===== src/rtl/serializer.sv =====
// Transmit-side framer for the self-test serial link: sends a 1010 header,
// a 32-bit word MSB-first, then GAP_BITS forced-zero bits, one bit per clock.
module serializer #(
    parameter int GAP_BITS = 8
) (
    input  logic        t_clk,
    input  logic        rst_n,
    input  logic [31:0] data_in,
    input  logic        data_valid,
    output logic        data_ready,
    output logic        ser_out,
    output logic        busy,
    output logic        frame_done
);

    typedef enum logic [1:0] {
        IDLE = 2'd0,
        HEAD = 2'd1,
        DATA = 2'd2,
        GAP  = 2'd3
    } state_t;

    localparam logic [5:0] HEAD_LAST = 6'd3;
    localparam logic [5:0] DATA_LAST = 6'd35;
    localparam logic [4:0] GAP_LAST  = 5'(GAP_BITS - 1);

    state_t      state_r;
    state_t      state_nxt_s;
    logic [35:0] shift_r;
    logic [35:0] shift_nxt_s;
    logic [5:0]  bit_cnt_r;
    logic [5:0]  bit_cnt_nxt_s;
    logic [4:0]  gap_cnt_r;
    logic [4:0]  gap_cnt_nxt_s;
    logic        ser_nxt_s;
    logic        busy_nxt_s;
    logic        done_nxt_s;

    assign data_ready = (state_r == IDLE);

    // Next-state and next-output computation for the framer FSM.
    always_comb begin
        state_nxt_s   = state_r;
        shift_nxt_s   = shift_r;
        bit_cnt_nxt_s = bit_cnt_r;
        gap_cnt_nxt_s = gap_cnt_r;
        ser_nxt_s     = 1'b0;
        busy_nxt_s    = 1'b0;
        done_nxt_s    = 1'b0;

        case (state_r)
            IDLE: begin
                if (data_valid) begin
                    // The header MSB goes out on the acceptance edge itself.
                    state_nxt_s   = HEAD;
                    shift_nxt_s   = {4'b1010, data_in};
                    ser_nxt_s     = shift_nxt_s[35];
                    bit_cnt_nxt_s = 6'd0;
                    gap_cnt_nxt_s = 5'd0;
                end else begin
                    state_nxt_s = IDLE;
                end
            end
            HEAD, DATA: begin
                if (bit_cnt_r == DATA_LAST) begin
                    state_nxt_s   = GAP;
                    shift_nxt_s   = 36'd0;
                    gap_cnt_nxt_s = 5'd0;
                end else begin
                    ser_nxt_s     = shift_r[34];
                    shift_nxt_s   = {shift_r[34:0], 1'b0};
                    bit_cnt_nxt_s = bit_cnt_r + 6'd1;
                    if (bit_cnt_r == HEAD_LAST) begin
                        state_nxt_s = DATA;
                    end else begin
                        state_nxt_s = state_r;
                    end
                end
            end
            GAP: begin
                if (gap_cnt_r == GAP_LAST) begin
                    state_nxt_s   = IDLE;
                    done_nxt_s    = 1'b1;
                    gap_cnt_nxt_s = 5'd0;
                    bit_cnt_nxt_s = 6'd0;
                end else begin
                    gap_cnt_nxt_s = gap_cnt_r + 5'd1;
                end
            end
            default: begin
                state_nxt_s = IDLE;
            end
        endcase

        busy_nxt_s = (state_nxt_s != IDLE);
    end

    // State, datapath and registered outputs.
    always_ff @(posedge t_clk or negedge rst_n) begin
        if (!rst_n) begin
            state_r    <= IDLE;
            shift_r    <= 36'd0;
            bit_cnt_r  <= 6'd0;
            gap_cnt_r  <= 5'd0;
            ser_out    <= 1'b0;
            busy       <= 1'b0;
            frame_done <= 1'b0;
        end else begin
            state_r    <= state_nxt_s;
            shift_r    <= shift_nxt_s;
            bit_cnt_r  <= bit_cnt_nxt_s;
            gap_cnt_r  <= gap_cnt_nxt_s;
            ser_out    <= ser_nxt_s;
            busy       <= busy_nxt_s;
            frame_done <= done_nxt_s;
        end
    end

endmodule


===== config.mk =====
export PLATFORM = sky130hd
export DESIGN_NAME = serializer
export DESIGN_NICKNAME = d
export VERILOG_FILES = /design/src/rtl/serializer.sv
export SDC_FILE = /design/constraint.sdc
export NUM_CORES = 1
export LEC_CHECK = 0
export ABC_CLOCK_PERIOD_IN_PS = 1830
export CORE_MARGIN = 2
export CORE_UTILIZATION = 39
export DETAILED_ROUTE_END_ITERATION = 6
export PLACE_DENSITY = 0.64
export SYNTH_ARGS = -nofsm -noshare
export SYNTH_HDL_FRONTEND = slang
export SYNTH_SLANG_ARGS = --single-unit

===== constraint.sdc =====
create_clock -name t_clk -period 1.83 [get_ports t_clk]
set_clock_uncertainty 0.2 [all_clocks]
set_input_delay 0.549 -clock t_clk [delete_from_list [all_inputs] [get_ports t_clk]]
set_output_delay 0.549 -clock t_clk [all_outputs]
set_load 0.05 [all_outputs]

Yosys cells after proc, flatten, opt, wreduce, memory -nomap -nowiden. Cells that the tools add are included.

Register bits: 51. Input bits: 35. Output and inout bits: 4. Word-level logic and storage cells: 47.

$add $sub $neg: 2. Equality and inequality tests: 10. Multiplexer cells: 21. Reductions and logical operators: 7.

Operator list (count): 2-to-1 mux 35 bit (2); one-hot mux 35 bit (2 select lines) (1); 2-to-1 mux 6 bit (3); one-hot mux 6 bit (3 select lines) (1); 2-to-1 mux 5 bit (3); one-hot mux 5 bit (3 select lines) (1); != test 2 bit, second input constant (4); adder 6 x 1 -> 6 bit, second input constant (1); equality test 6 x 2 -> 1 bit, second input constant (1); equality test 6 bit, second input constant (1); 2-to-1 mux 2 bit (3); one-hot mux 2 bit (3 select lines) (1); adder 5 x 1 -> 5 bit, second input constant (1); equality test 5 x 3 -> 1 bit, second input constant (1); 2-to-1 mux 1 bit (5); equality test 2 bit, second input constant (2); AND reduction 2 bit (2); nonzero test 2 bit (2); AND reduction 3 bit (1); equality test 2 x 1 -> 1 bit, second input constant (1); zero test 2 bit (1); one-hot mux 1 bit (2 select lines) (1); OR reduction 2 bit (1).

Depth between registers and ports, before layout. Gate-level depths: netlist of the first run.

Depth in word-level cells: 5. Gate-level depth with buffers: 7. Depth with buffers taken out: 6.

Worst setup path after synthesis of the first run. No wires, ideal clock.

Kind: register -> register. Start: register state_r[1]. End: register busy. Library setup time: 0.127 ns. Data arrival time: 1.891 ns. Data required time: 1.503 ns. Slack: -0.388 ns. Stages on the path, launching flop included: 8. Buffers on the path: 1. Period minus slack after synthesis: 2.218 ns. Cell sequence: dfrtp_1 inv_1 ha_1 nor2b_1 clkbuf_1 nor2_1 o2bb2ai_1 or2_2.

Elaborated cells between the ends (all ways): 10. Those cells by class: 3 x eq/ne; 4 x mux; 3 x reduce/logical.

RTL lines: from (decl) (RTL line 27) `state_t state_r;`; from (signal assigned) (RTL line 109) `state_r <= state_nxt_s;`; zero test 2 bit; net data_ready (RTL line 10) `output logic data_ready,`; one-hot mux 2 bit (3 select lines) (RTL line 51) `case (state_r)`; net state_nxt_s[0] (RTL line 28) `state_t state_nxt_s;`; nonzero test 2 bit (RTL line 95) `busy_nxt_s = (state_nxt_s != IDLE);`; net busy_nxt_s (RTL line 36) `logic busy_nxt_s;`; to (signal assigned) (RTL line 114) `busy <= busy_nxt_s;`; to (decl) (RTL line 12) `output logic busy,`.

The timed path passes the listed nets, and every way through them passes these cells. A chain may end at the register's enable or synchronous reset.

Worst setup path after layout of the first run.
Start: register bit_cnt_r[0]. End: register gap_cnt_r[4].

Longest elaborated chain between the ends: 3.

RTL lines: from (decl) (RTL line 31) `logic [5:0] bit_cnt_r;`; from (signal assigned) (RTL line 111) `bit_cnt_r <= bit_cnt_nxt_s;`; equality test 6 bit (RTL line 65) `if (bit_cnt_r == DATA_LAST) begin`; != test 2 bit (no line); AND reduction 2 bit (no line); to (signal assigned) (RTL line 112) `gap_cnt_r <= gap_cnt_nxt_s;`; to (decl) (RTL line 33) `logic [4:0] gap_cnt_r;`.

No other way between the ends.

==> impl_results.md, run 1 <==
* Status: finished, violations left
* Failing checks: negative setup slack
* TritonCTS clock tree: done
* Relative slew slack at 0.773
* First-pass GRT wire length at 8.74 mm
* Min setup slack post-route at -31.1 ps
* CP dominant cell by count: buf_4
* Post-synth EDFFs at 0
* Fin crit share at 1.02
* Max Fclk at 537 MHz
* Via count at 2097
* # IOs at 39
* Mapped Avg Cell Area at 9.65 um2
* Post-synth ARST share at 1.00
* Antenna Cells at 0
* Die Y at 82.2 um
* FF+latch count, synth at 51
* Share of layout cells above drive strength 1 at 0.278
* Largest net degree at the start of global routing at 42
* Clk buf depth at 2
* Routed vias/inst at 5.31
* Crit path cell chain: ha_2, nor4b_4, buf_4, a21oi_2, buf_4, o31ai_4, o41ai_2
* Crit Path Max Fanout at 4
* Clk slew on worst S/H paths at 100 ps
* Vias in the first global route at 1931
* Crit path largest cell delay at 380 ps
* Synth cell types at 35
* Initial antenna violation count at 0
* CP max-delay cell: dfrtp_1
* Max Slew Vio Count at 0
* Max-cap violations at 0
* Routed wire per std cell at 14.0 um
* Area delta synth->final at 47.0%
* Die Wd at 82.2 um
* Pwr Total at 0.00207 W
* Post-synth top cells: 51 x dfrtp_1, 39 x nor2_1, 34 x a21oi_1, 32 x a22oi_1, 15 x clkbuf_1
* Nets at 358
* Top cell type's share of synthesized area at 0.535
* WP data arrival at 1850 ps
* Fin area at 3500 um2
* Die ar. at 6750 um2
* GRT Total Usage at 0.167
* Pwr dens at 591 nW/um2
* First-iteration detailed-routing DRC count at 111
* Mapped Cells at 247
* WL final at 5.54 mm
* Detailed-router iteration count before antenna repair at 5
* Worst slack at placement at -314 ps
* Min-delay worst type: flip-flop to flip-flop
* Root buffer cell: clkbuf_8
* Largest area contributor in the netlist: dfrtp_1
* CP Buf/Inv Count at 2
* Rows at 28
* Num CTS Buffers at 5
* Crit end category: flip-flop
* RSZ-0062 raised after global routing: true
* GPL Wtd Cong at 0.785
* Setup Viol. Count Final at 19
* Post-synthesis sequential area ratio at 0.535
* Critical path class: flip-flop to flip-flop
* Post-synth design cell area at 2380 um2
* # DRC at 0
* Tightest Pin Transition at 340 ps
* Ys Warns at 0
* H-Tree Depth at 2
* Number of port buffers at 38
* Primary FF master, synth: dfrtp_1
* Crit path launch type: flip-flop
* Clk sinks at 51
* Placed cell area at 3140 um2
* Core area at 5920 um2
* Initial Utilization at 0.403
* Clock latency on the worst-skew pair at 310 ps
* Mapped Nets at 286
* Peak VDD IR at 0.386 mV
* Synth top area cells: dfrtp_1 54%, a22oi_1 10%, a21oi_1 7.1%, nor2_1 6.1%, o21ai_0 2.5%
* DRT antenna net count at 0
* CP top delay family: compound AO/OA/AOI/OAI gates
* Final Critical Period at 1860 ps
* Final hold violations at 0
* Gr ovfl total at 0
* Most frequent cell after synthesis: dfrtp_1
* Worst EP required at 1820 ps
* Dpl hpwl at 3.62 mm
* P_leak at 1.59 nW
==> sequential cells by signal, indices dropped and copies added (netlist names) <==
| signal | flops |
|---|---|
| gap_cnt_r | 5 |
| frame_done | 1 |
| bit_cnt_r | 6 |
| busy | 1 |
| shift_r | 35 |
| state_r | 2 |
| ser_out | 1 |
==> per-layer routing <==
metal  GRT usage  vias up  part of all wire
li1            -     1047                 -
met4      0.0450        0             0.010
met5           0        -                 0
met2       0.259       43              0.48
met3      0.0337        4             0.036
met1       0.238     1003              0.47
==> per-stage QoR <==
| stage | utilization | hold WS (ps) | setup TNS, ps | cells |
|---|---|---|---|---|
| 3_3_place_gp | 0.530 | 251 | -9740 | 376 |
| 4_1_cts | 0.559 | 310 | -336 | 388 |
| 5_1_grt | 0.592 | 337 | -3450 | 395 |
| 2_1_floorplan | - | 53.4 | -31.2 | 247 |
| 6_report | 0.592 | 304 | -235 | 395 |
| 3_5_place_dp | 0.530 | 249 | -10470 | 376 |
==> kinds of logic after synthesis <==
logic type | synth area share
compound gates | 0.248
fa+ha+maj | 0.0210
buf+inv | 0.0415
flops | 0.535
mux | 0.00472
simple gates | 0.149
==> layout by cell type (no fill, tap or decap), types with 2 or more instances in the layout <==
cell	instances
buf_4	33
inv_1	3
nand2_1	10
buf_8	2
buf_6	4
o21ai_1	3
o21ai_2	2
nand3_1	11
dfrtp_1	51
a22oi_2	6
a21oi_1	34
nor2b_1	2
a22oi_1	26
nand2b_4	2
buf_12	7
clkbuf_8	5
o21ai_0	6
and2_1	2
clkdlybuf4s50_1	33
nor3_1	2
ha_2	3
a31oi_1	2
nor2_1	37
inv_2	3
==> worst paths after layout <==
| path | start | to | slack [ps] | depth (start not counted) |
|---|---|---|---|---|
| setup / recovery | bit_cnt_r[0] | gap_cnt_r[4] | -30 | 7 |
| hold / removal | shift_r[33] | shift_r[34] | 300 | 2 |
| setup reg to reg | bit_cnt_r[0] | gap_cnt_r[4] | -30 | 7 |
| hold reg to reg | shift_r[33] | shift_r[34] | 300 | 2 |
| max in group asynchronous | rst_n | bit_cnt_r[0] | 490 | 3 |
| min in group asynchronous | rst_n | bit_cnt_r[4] | 450 | 2 |
==> report_power, final <==
group | switching, W | total, W | internal, W
combinational | 0.0000446 | 0.000137 | 0.0000926
sequential | 0 | 0.00113 | 0.00113
clock | 0.000393 | 0.000808 | 0.000415
==> worst register-to-register path, cell delays in order (launching register included) <==
cell     delay [ps]
dfrtp_1         380
ha_2            180
nor4b_4         240
buf_4           190
a21oi_2          80
buf_4           170
o31ai_4         220
o41ai_2          90
==> final cells by class <==
type | count | area (um2)
clock buffers | 5 | 68.8
clock inverters | 3 | 47.5
fillers | 503 | 2420
inverters | 7 | 30.0
multi-input cells | 173 | 1180
flip-flops and latches | 51 | 1280
well taps | 75 | 93.8
repair buffers | 81 | 808
==> what timing repair did <==
| action | CTS | global route |
|---|---|---|
| setup endpoints to repair | 34 | 45 |
| setup buffers | 3 | 7 |
| cloned | 1 | 0 |
| gates resized for setup | 6 | 36 |
| pin swaps | 2 | 8 |
| hold buffers | 1 | 0 |
| hold endpoints to repair | 10 | 0 |
No activity file was read; power rests on OpenSTA's default activity.
==> inputs of run 2 (changes only) <==
- GPL_TIMING_DRIVEN: default -> 1
==> results of run 2 <==
Final layout, timing and power as in run 1 (identical DEF).
==> RTL edit, RTL diff (flow settings as in run 2) <==
Take the reset off `shift_r` and load it in a clocked block of its own.
--- a/src/rtl/serializer.sv
+++ b/src/rtl/serializer.sv
@@ -101,3 +101,2 @@
             state_r    <= IDLE;
-            shift_r    <= 36'd0;
             bit_cnt_r  <= 6'd0;
@@ -109,3 +108,2 @@
             state_r    <= state_nxt_s;
-            shift_r    <= shift_nxt_s;
             bit_cnt_r  <= bit_cnt_nxt_s;
@@ -118,2 +116,6 @@
 
+    always_ff @(posedge t_clk) begin
+        shift_r <= shift_nxt_s;
+    end
+
 endmodule
Formal check against the unedited RTL: no difference found for any inputs over 10 cycles, from zero or initial values and one cycle with rst_n low; that may be too few to reach the edited logic, so the function may still have changed.
==> RTL edit against run 2 <==
Final area shrank 3.7%. Routed wire length down 15%. Largest power group unchanged. Sequential cell count unchanged. Worst hold slack improved by 0.015 ns. Core utilization decreased by 2.5 points. Die area is 1.6% higher. Critical endpoint is now bit_cnt_r[0]. The flow still finishes with violations (negative setup slack). Setup slack worse by 0.12 ns. Power up 3.4%. Largest cell class unchanged. Area after synthesis up 1.7%. Via count down 12%.
==> RTL edit: results (changes against run 2) <==
- The placed cell count came to 354 (was 376).
- Via count of the first global-routing pass: 1723 (was 1931)
- The HPWL after detailed placement was 3.129 mm (was 3.616 mm).
- The detailed router's first-iteration violation count was 125 (was 111).
* Wirelength per Cell: 12.63 um (was 14.02 um)
* Vias per cell: 5.000 (was 5.309)
- The cell area after placement came to 3126 um^2 (was 3139 um^2).
- Pin count of the biggest net entering global routing: 43 (was 42)
- Violated checks: negative setup slack (unchanged)
* Smallest hold slack: 0.3188 ns (was 0.3038 ns)
* Synth Flop Type: edfxtp_1 (was dfrtp_1)
- Avg Cell Area, Syn: 10.23 um^2 (was 9.650 um^2)
* Count of cell types in the netlist: 34 (was 35)
- Largest stage delay, worst path: 0.49 ns (was 0.38 ns)
- Via count: 1855 (was 2097)
- The last weighted congestion value of the routability-driven placer was 0.9173 (was 0.7847).
- Result of the run: finished with violations (unchanged)
- Setup slack after layout: -0.1515 ns (was -0.03114 ns)
- List of most frequent post-synthesis cells: 45 x nand3_1, 37 x o21ai_0, 36 x inv_1 (was 51 x dfrtp_1, 39 x nor2_1, 34 x a21oi_1).
- Worst endpoint data arrival time: 1.97 ns (was 1.85 ns)
- The count of final setup violators is 12 (was 19).
* Global-route usage over all layers: 14.24% (was 16.66%)
- Transition time at the pin with the least slew margin: 0.3664 ns (was 0.3403 ns)
- Number of cells traversed by the worst hold path: 1 (was 2)
- Count of filler cells inserted in the layout: 544 (was 503)
- The standard cell with the maximum stage delay on the critical path is or4b_4 (was dfrtp_1).
RTL edit: cell types whose count changed in the layout (fill, tap and decap cells not counted), moves of 4 or more:
cell	before	now
o21ai_0	6	35
buf_4	33	20
edfxtp_1	0	35
nand3_2	0	4
a22oi_2	6	0
inv_1	3	34
dfrtp_1	51	15
a22oi_1	26	1
nand3_1	11	41
a21oi_1	34	4
nor2_1	37	5
RTL edit: final cells by class:
type | instances | area, um^2 | share of cell area, %
Sequential cell | 51 | 1453 | 43.05
Inverter | 36 | 135.1 | 4.004
Multi-Input combinational cell | 138 | 917.1 | 27.18
Clock buffer | 5 | 68.82 | 2.039
Tap cell | 75 | 93.84 | 2.781
Timing Repair Buffer | 63 | 660.6 | 19.58
Clock inverter | 3 | 46.29 | 1.372
RTL edit: logic make-up (layout without fill, tap and decap cells):
logic type,Yosys count,count (layout),synth area share [%]
DFF,51,51,59.89
and+or+nand+nor,80,80,17.50
buffers and inverters,48,107,7.434
muxes,2,2,0.8776
AOI/OAI and AO/OA,52,52,12.24
adders and majority gates,4,4,2.065
RTL edit: what timing repair did:
| action | CTS | global route |
|---|---|---|
| pin swaps | 5 | 8 |
| setup buffers | 4 | 5 |
| endpoints found under the setup margin | 41 | 82 |
| gates resized for setup | 11 | 7 |
| hold endpoints to repair | 0 | 0 |
RTL edit: report_power, final:
group          leakage [nW]  internal [mW]  switching (mW)  total (mW)
Sequential            0.494           1.23               0        1.23
Combinational         0.762         0.0752          0.0333       0.108
Clock                0.0548          0.412           0.390       0.802
Total                  1.31           1.72           0.423        2.14
RTL edit: per-layer routing:
metal  vias to the layer above  GRT usage [%]  wire, um
li1                        958              -         -
met1                       850          20.26      2285
met2                        41          21.70      2143
met3                         6          3.280       197
met4                         0          4.471        61
met5                         -              0         0
